## config.mk

```make
export PLATFORM = sky130hd
export DESIGN_NAME = prga_unit
export DESIGN_NICKNAME = d
export VERILOG_FILES = /design/src/rtl/arc4_pkg.sv /design/src/rtl/prga_unit.sv
export SDC_FILE = /design/constraint.sdc
export NUM_CORES = 1
export LEC_CHECK = 0
export BUFFER_PORTS_ARGS = -buffer_cell sky130_fd_sc_hd__buf_2
export CAP_MARGIN = 15
export CORE_MARGIN = 8
export CORE_UTILIZATION = 52
export DETAILED_ROUTE_END_ITERATION = 12
export PLACE_DENSITY = 0.77
export REMOVE_ABC_BUFFERS = 1
export SKIP_CTS_REPAIR_TIMING = 1
export SLEW_MARGIN = 20
export SYNTH_ARGS = -nofsm -noshare
export SYNTH_HDL_FRONTEND = slang
export SYNTH_SLANG_ARGS = --single-unit
```

## constraint.sdc

```tcl
create_clock -name clk -period 1.91 [get_ports clk]
set_input_delay 0 -clock clk [delete_from_list [all_inputs] [get_ports clk]]
set_output_delay 0 -clock clk [all_outputs]
set_load 0.005 [all_outputs]
```

## src/rtl/arc4_pkg.sv

```systemverilog
// rtl/arc4_pkg.sv - shared ARC4 state encoding and constants
package arc4_pkg;

  localparam logic [7:0] MSG_LEN_ADDR = 8'd0;
  localparam int         SBOX_SIZE    = 256;

  typedef enum logic [3:0] {
    IDLE,
    RD_LEN,
    WR_LEN,
    INC_I,
    RD_SI,
    RD_SJ,
    WR_SI,
    WR_SJ,
    RD_PAD,
    RD_CT,
    WR_PT,
    DONE
  } state_t;

  // Read states hold for one extra cycle while the RAM returns data
  function automatic logic is_read_state(state_t s);
    return (s == RD_LEN) || (s == RD_SI) || (s == RD_SJ) ||
           (s == RD_PAD) || (s == RD_CT);
  endfunction

endpackage

```

## src/rtl/prga_unit.sv

```systemverilog
// rtl/prga_unit.sv - ARC4 keystream generator and ciphertext decryptor
module prga_unit
  import arc4_pkg::*;
(
  input  logic       clk,
  input  logic       rst_n,
  input  logic       en,
  output logic       rdy,
  output logic [7:0] s_addr,
  input  logic [7:0] s_rddata,
  output logic [7:0] s_wrdata,
  output logic       s_wren,
  output logic [7:0] ct_addr,
  input  logic [7:0] ct_rddata,
  output logic [7:0] pt_addr,
  output logic [7:0] pt_wrdata,
  output logic       pt_wren
);

  state_t     state_q, state_d;
  logic       wait_q;
  logic [7:0] i_q, j_q, len_q, si_q, sj_q, pad_q;
  logic [8:0] k_q;

  // wait_q high marks the cycle in which read data is valid
  logic rd_valid;
  assign rd_valid = wait_q;

  // State register
  always_ff @(posedge clk or negedge rst_n) begin
    if (!rst_n) begin
      state_q <= IDLE;
      wait_q  <= 1'b0;
    end else begin
      state_q <= state_d;
      wait_q  <= is_read_state(state_q) && !wait_q;
    end
  end

  // Next-state and RAM port drive
  always_comb begin
    state_d   = state_q;
    rdy       = 1'b0;
    s_addr    = 8'd0;
    s_wrdata  = 8'd0;
    s_wren    = 1'b0;
    ct_addr   = 8'd0;
    pt_addr   = 8'd0;
    pt_wrdata = 8'd0;
    pt_wren   = 1'b0;
    case (state_q)
      IDLE: begin
        rdy = 1'b1;
        if (en) state_d = RD_LEN;
      end
      RD_LEN: begin
        ct_addr = MSG_LEN_ADDR;
        if (rd_valid) state_d = WR_LEN;
      end
      WR_LEN: begin
        pt_addr   = MSG_LEN_ADDR;
        pt_wrdata = len_q;
        pt_wren   = 1'b1;
        state_d   = (len_q == 8'd0) ? DONE : INC_I;
      end
      INC_I: state_d = RD_SI;
      RD_SI: begin
        s_addr = i_q;
        if (rd_valid) state_d = RD_SJ;
      end
      RD_SJ: begin
        s_addr = j_q;
        if (rd_valid) state_d = WR_SI;
      end
      WR_SI: begin
        s_addr   = i_q;
        s_wrdata = sj_q;
        s_wren   = 1'b1;
        state_d  = WR_SJ;
      end
      WR_SJ: begin
        s_addr   = j_q;
        s_wrdata = si_q;
        s_wren   = 1'b1;
        state_d  = RD_PAD;
      end
      RD_PAD: begin
        s_addr = si_q + sj_q;
        if (rd_valid) state_d = RD_CT;
      end
      RD_CT: begin
        ct_addr = k_q[7:0];
        if (rd_valid) state_d = WR_PT;
      end
      WR_PT: begin
        pt_addr   = k_q[7:0];
        pt_wrdata = pad_q;
        pt_wren   = 1'b1;
        state_d   = (k_q < {1'b0, len_q}) ? INC_I : DONE;
      end
      DONE:    state_d = IDLE;
      default: state_d = IDLE;
    endcase
  end

  // Datapath registers; pad_q is reused to hold ct^pad for the pt write
  always_ff @(posedge clk or negedge rst_n) begin
    if (!rst_n) begin
      i_q   <= 8'd0;
      j_q   <= 8'd0;
      k_q   <= 9'd0;
      len_q <= 8'd0;
      si_q  <= 8'd0;
      sj_q  <= 8'd0;
      pad_q <= 8'd0;
    end else begin
      case (state_q)
        IDLE: if (en) begin
          i_q <= 8'd0;
          j_q <= 8'd0;
          k_q <= 9'd0;
        end
        RD_LEN: if (rd_valid) len_q <= ct_rddata;
        INC_I: begin
          i_q <= i_q + 8'd1;
          k_q <= k_q + 9'd1;
        end
        RD_SI: if (rd_valid) begin
          si_q <= s_rddata;
          j_q  <= j_q + s_rddata;
        end
        RD_SJ:  if (rd_valid) sj_q <= s_rddata;
        RD_PAD: if (rd_valid) pad_q <= s_rddata;
        RD_CT:  if (rd_valid) pad_q <= pad_q ^ ct_rddata;
        default: ;
      endcase
    end
  end

endmodule

```

==> metrics.cfg, run 1 <==
[outcome]
status = finished, violations left
failed_checks = negative setup slack

[setup_path]
crit_buf_inv = 1
cpMostUsedCell = a21oi_2
required_ps = 1910
path_class = reg -> out
crit_slowest_cell = dfrtp_1
r2r-start = j_q[1]
critPathMaxFanout = 2
critPathTopFamily = adder cells
slowest_delay_ps = 390
worstSetupEndpointType = output pin
arrival_ps = 2160
crit_path_start = si_q[0]
cp-start-kind = flip-flop
crit_chain = ha_2 -> fa_2 -> a21oi_2 -> o21ai_2 -> a21oi_2 -> mux2i_1 -> nand2_1 -> buf_2

[detailed_routing]
vias_per_cell = 5.84
via_count = 3694
drc_errors = 0
drt_iter0_drc = 205
drtAntennaViolNets = 0
wl_per_cell_um = 17.5
drt_pass1_iterations = 5
wl_um = 11100

[synth]
seq_area_frac_synth_pct = 39.7
synth_edf_count = 0
ys_warn_count = 0
synth_async_sr_flop_share_pct = 100
synth_cell_types = 49
netlist_area_um2 = 3910
synth.area.top_cells = dfrtp_1 (40%), ha_1 (7.4%), nand2_1 (6.0%)
synthCells = 438
yosys.area.top_type = dfrtp_1
ys_ff_latch = 62
netlist.area_leader.share_pct = 39.7
ys.flop_type = dfrtp_1
avgSynthCellArea_um2 = 8.93

[global_routing]
overflow = 0
grt_pass1_vias = 3594
grt_pass1_wl_um = 17600
grt.total_usage_pct = 21.5
grt_max_degree = 28
antenna_found_initial = 0

[sta]
setup_viol = 6
slew_headroom_pct = 56.6
fin_crit_ps = 2160
finClkSkew_ps = 10.5
finalMaxSlewViolations = 0
whs_ps = 71.2
fin_crit_sh_pct = 113
final_hold_viol_count = 0
fmax_mhz = 462
tightest_slew_ps = 650
rsz0062_at_grt = true
fin_ws_ps = -254
finalSetupTns_ps = -882

[final_layout]
fin_cells = 633
fin_area_um2 = 4870
final_util_pct = 67.2
diodes = 0
n_fill_cell = 578
drive_gt1_share_pct = 24.7
final_net_count = 574
syn_to_final_growth_pct = 24.5
layout.area.seq_um2 = 1550
multi_input_area_um2 = 2310

[place]
dp_hpwl_um = 7920
dp_slack_ps = 39.2
port-buffer-count = 61
place_inst = 600
dpl_cell_area_um2 = 4420
place_congestion = 0.925

[clock_network]
tritoncts = built
clock_sinks = 62
h-tree-depth = 3
max-clock-path-buffers = 2
cts_root_buffer = clkbuf_8
clk_latency_ps = 340
path_clk_slew_ps = 80
tritoncts.num_buffers = 9

[power_and_ir_drop]
leakage_nw = 2.41
finalPower_mw = 7.43
vdd_drop_max_mv = 0.992
powerDensity_nw_per_um2 = 1530

[die]
core_um2 = 7250
die_x_um = 103
ios = 62
num_rows = 31
die_area_um2 = 10600
start_util_pct = 53.9
die_h_um = 103

[hold_path]
min_path_type = in -> reg
hold_start = en

[job]
maxCapViolations = 0

-- worst register-to-register path, cell delays in order, from the launching register on --
cell and delay, ps:
dfrtp_1 390, ha_1 290, a211oi_1 310, o211ai_1 160
and3_1 180, nor3_1 170, mux2i_1 200
-- kinds of logic after synthesis --
group / Yosys count / share of synthesized area, %
mux: 26 / 6.94
buf+inv: 31 / 3.39
xor+xnor: 12 / 2.69
fa+ha+maj: 25 / 8.38
simple gates: 168 / 21.4
flops: 62 / 39.7
compound gates: 114 / 17.5
-- cell type report --
cell class | instances | area share [%]
Clock buffer | 11 | 2.90
Clock inverter | 4 | 0.976
Inverter | 12 | 0.925
Multi-Input combinational cell | 345 | 47.4
Sequential cell | 62 | 31.9
Tap cell | 99 | 2.54
Timing Repair Buffer | 100 | 13.4
-- state kept, by name (all words and copies together) (netlist names) --
name / count
i_q: 8
j_q: 8
k_q: 9
len_q: 8
pad_q: 8
rd_valid: 1
si_q: 8
sj_q: 8
state_q: 4
-- path summary, 6_finish.rpt --
kind	end	slack (ps)	cells past startpoint
max reg2reg	j_q[7]	120	6
min reg2reg	i_q[7]	500	1
min	j_q[6]	70	4
max in group asynchronous	j_q[5]	1100	3
min in group asynchronous	pad_q[2]	210	2
max	s_addr[6]	-250	8
-- cells in the final DEF (no fill, tap or decap), types with 10 or more instances in the layout --
| master | count |
|---|---|
| nand2_1 | 61 |
| dfrtp_1 | 61 |
| buf_2 | 61 |
| o21ai_0 | 43 |
| nor2_1 | 25 |
| a21oi_1 | 21 |
| ha_1 | 21 |
| buf_4 | 21 |
| mux2i_1 | 17 |
| and3_1 | 17 |
| dlygate4sd3_1 | 17 |
| nand3_1 | 16 |
| inv_1 | 12 |
| o22ai_1 | 12 |
| a22o_1 | 10 |
| clkbuf_8 | 10 |
-- synth_stat cells, types with 2 or more instances --
| library cell | n |
|---|---|
| a211oi_1 | 2 |
| buf_2 | 10 |
| a221oi_1 | 3 |
| xor2_1 | 6 |
| a21o_1 | 4 |
| nor2_1 | 27 |
| mux2_2 | 9 |
| ha_1 | 23 |
| nand4_1 | 8 |
| a21oi_1 | 27 |
| nor3b_1 | 4 |
| inv_1 | 12 |
| xnor2_1 | 6 |
| fa_1 | 2 |
| a22o_1 | 10 |
| and2_1 | 9 |
| o22ai_1 | 13 |
| nand3_1 | 16 |
| and3_1 | 17 |
| nor4b_1 | 2 |
| dfrtp_1 | 62 |
| nor3_1 | 4 |
| nor4_1 | 2 |
| o211ai_1 | 3 |
| o21ai_0 | 44 |
| mux2i_1 | 17 |
| nand2b_1 | 4 |
| clkbuf_1 | 8 |
| nand2_1 | 62 |
| nor2b_1 | 3 |
-- where the power goes --
part | switching, mW | total [mW] | leakage [nW] | internal (mW)
clock | 0.519 | 1.15 | 0.0952 | 0.627
combinational | 2.16 | 3.89 | 1.51 | 1.73
sequential | 0.569 | 2.39 | 0.802 | 1.82
-- metal layers --
layer  share of wire, %  GRT usage, %  up-vias
li1                   -             -     1770
met4                1.7          8.58        0
met5                  0             0        -
met1                 44          27.8     1762
met2                 47          34.7      146
met3                6.9          3.92       16
No activity file was read; power rests on OpenSTA's default activity.
==> inputs of run 2 (changes only) <==
SETUP_SLACK_MARGIN = 0.5   (was default)
==> run 2 against run 1 <==
Compared with the run above: die area unchanged; global-route usage is the same; the flow finishes with violations (negative hold slack, negative setup slack); setup slack worse by 93 ps; critical path type unchanged; clock power grew 4%; critical endpoint unchanged; final cell count up 6.2%; sequential power is 5% higher; first-iteration DRC count is 86% higher; via count increased by 19%; clock skew rose by 4.7 ps; non-clock buffer count increased by 39; fmax down 4.1%.
==> metrics.cfg, run 2 (synthesized netlist as in run 1, its figures left out) <==
[setup_path]
crit_slowest_cell = dfrtp_1
crit_buf_inv = 1
cpMostUsedCell = a21oi_2
required_ps = 1910
path_class = reg -> out
critPathTopFamily = adder cells
cp-start-kind = flip-flop
critPathMaxFanout = 2
slowest_delay_ps = 400
crit_chain = ha_2 -> fa_2 -> a21oi_2 -> o21ai_2 -> a21oi_2 -> mux2i_1 -> nand2_1 -> buf_2
arrival_ps = 2260
worstSetupEndpointType = output pin

[power_and_ir_drop]
vdd_drop_max_mv = 1.04
leakage_nw = 2.82
powerDensity_nw_per_um2 = 1600
finalPower_mw = 9.46

[outcome]
status = finished, violations left
failed_checks = negative hold slack, negative setup slack

[sta]
fmax_mhz = 443
final_hold_viol_count = 1
finalMaxSlewViolations = 0
fin_crit_sh_pct = 118
tightest_slew_ps = 699
whs_ps = -11.9
fin_crit_ps = 2260
setup_viol = 7
fin_ws_ps = -347
finClkSkew_ps = 15.2
slew_headroom_pct = 53.4
rsz0062_at_grt = true

[clock_network]
path_clk_slew_ps = 80
tritoncts.num_buffers = 9
max-clock-path-buffers = 2
h-tree-depth = 3
clock_sinks = 62
cts_root_buffer = clkbuf_8
tritoncts = built
clk_latency_ps = 360

[place]
dp_hpwl_um = 7920
place_inst = 600
place_congestion = 0.925
port-buffer-count = 61
dp_slack_ps = 39.2

[hold_path]
min_path_type = in -> reg

[final_layout]
drive_gt1_share_pct = 45.4
diodes = 0
largest_register = k_q
final_net_count = 613
largest_reg_flops = 9
layout_commonest_cell = dfrtp_1
fin_cells = 672
syn_to_final_growth_pct = 51.0
mostFrequentLayoutCells = dfrtp_1 (55), buf_2 (52), nand2_1 (39)

[detailed_routing]
drtAntennaViolNets = 0
via_count = 4384
vias_per_cell = 6.52
drt_pass1_iterations = 5
wl_per_cell_um = 22.8
drc_errors = 0
drt_iter0_drc = 381
wl_um = 15400

[job]
maxCapViolations = 0

[global_routing]
grt.total_usage_pct = 21.5
grt_pass1_wl_um = 17600
antenna_found_initial = 0
overflow = 0
grt_max_degree = 28
grt_pass1_vias = 3594

[die]
core_um2 = 7250
die_area_um2 = 10600
start_util_pct = 53.9
num_rows = 31
die_x_um = 103
die_h_um = 103
ios = 62

[run 2: final cells by class]
cell class,instances,area (um2)
inverter,12,47.5
sequential,62,1560
tap,99,124
clock buffer,11,141
fill,416,1350
multi-input combinational,345,2770
clock inverter,4,47.5
timing repair buffer,139,1210
[run 2: per-layer routing]
| metal | up-vias | global-route usage, % | share of wire (%) |
|---|---|---|---|
| li1 | 1851 | - | - |
| met2 | 316 | 34.7 | 48 |
| met1 | 2122 | 27.8 | 37 |
| met5 | - | 0 | 0 |
| met3 | 95 | 3.92 | 9.2 |
| met4 | 0 | 8.58 | 5.8 |
[run 2: per-stage QoR]
stage               util [%]  TNS (ps)  cell area (um2)
global placement        61.0         0             4420
floorplan                  -    -12760             3820
CTS                     63.6     -5780             4610
detailed placement      61.0         0             4420
global route            81.4     -1540             5910
finish                  81.4     -1160             5910
[run 2: path summary, 6_finish.rpt]
| path | from | endpoint | slack, ps | cells past startpoint |
|---|---|---|---|---|
| worst min register to register | i_q[6] | i_q[6] | 500 | 1 |
| min in group asynchronous | rst_n | pad_q[2] | 210 | 2 |
| worst max register to register | state_q[2] | j_q[6] | 30 | 7 |
| worst min-delay path | s_rddata[0] | sj_q[0] | -10 | 2 |
| worst max-delay path | si_q[0] | s_addr[6] | -350 | 8 |
| max in group asynchronous | rst_n | j_q[5] | 1080 | 3 |
[run 2: where the power goes]
group,switching [mW],internal (mW)
clock,0.569,0.628
sequential,0.685,1.83
combinational,3.03,2.72
total,4.28,5.18
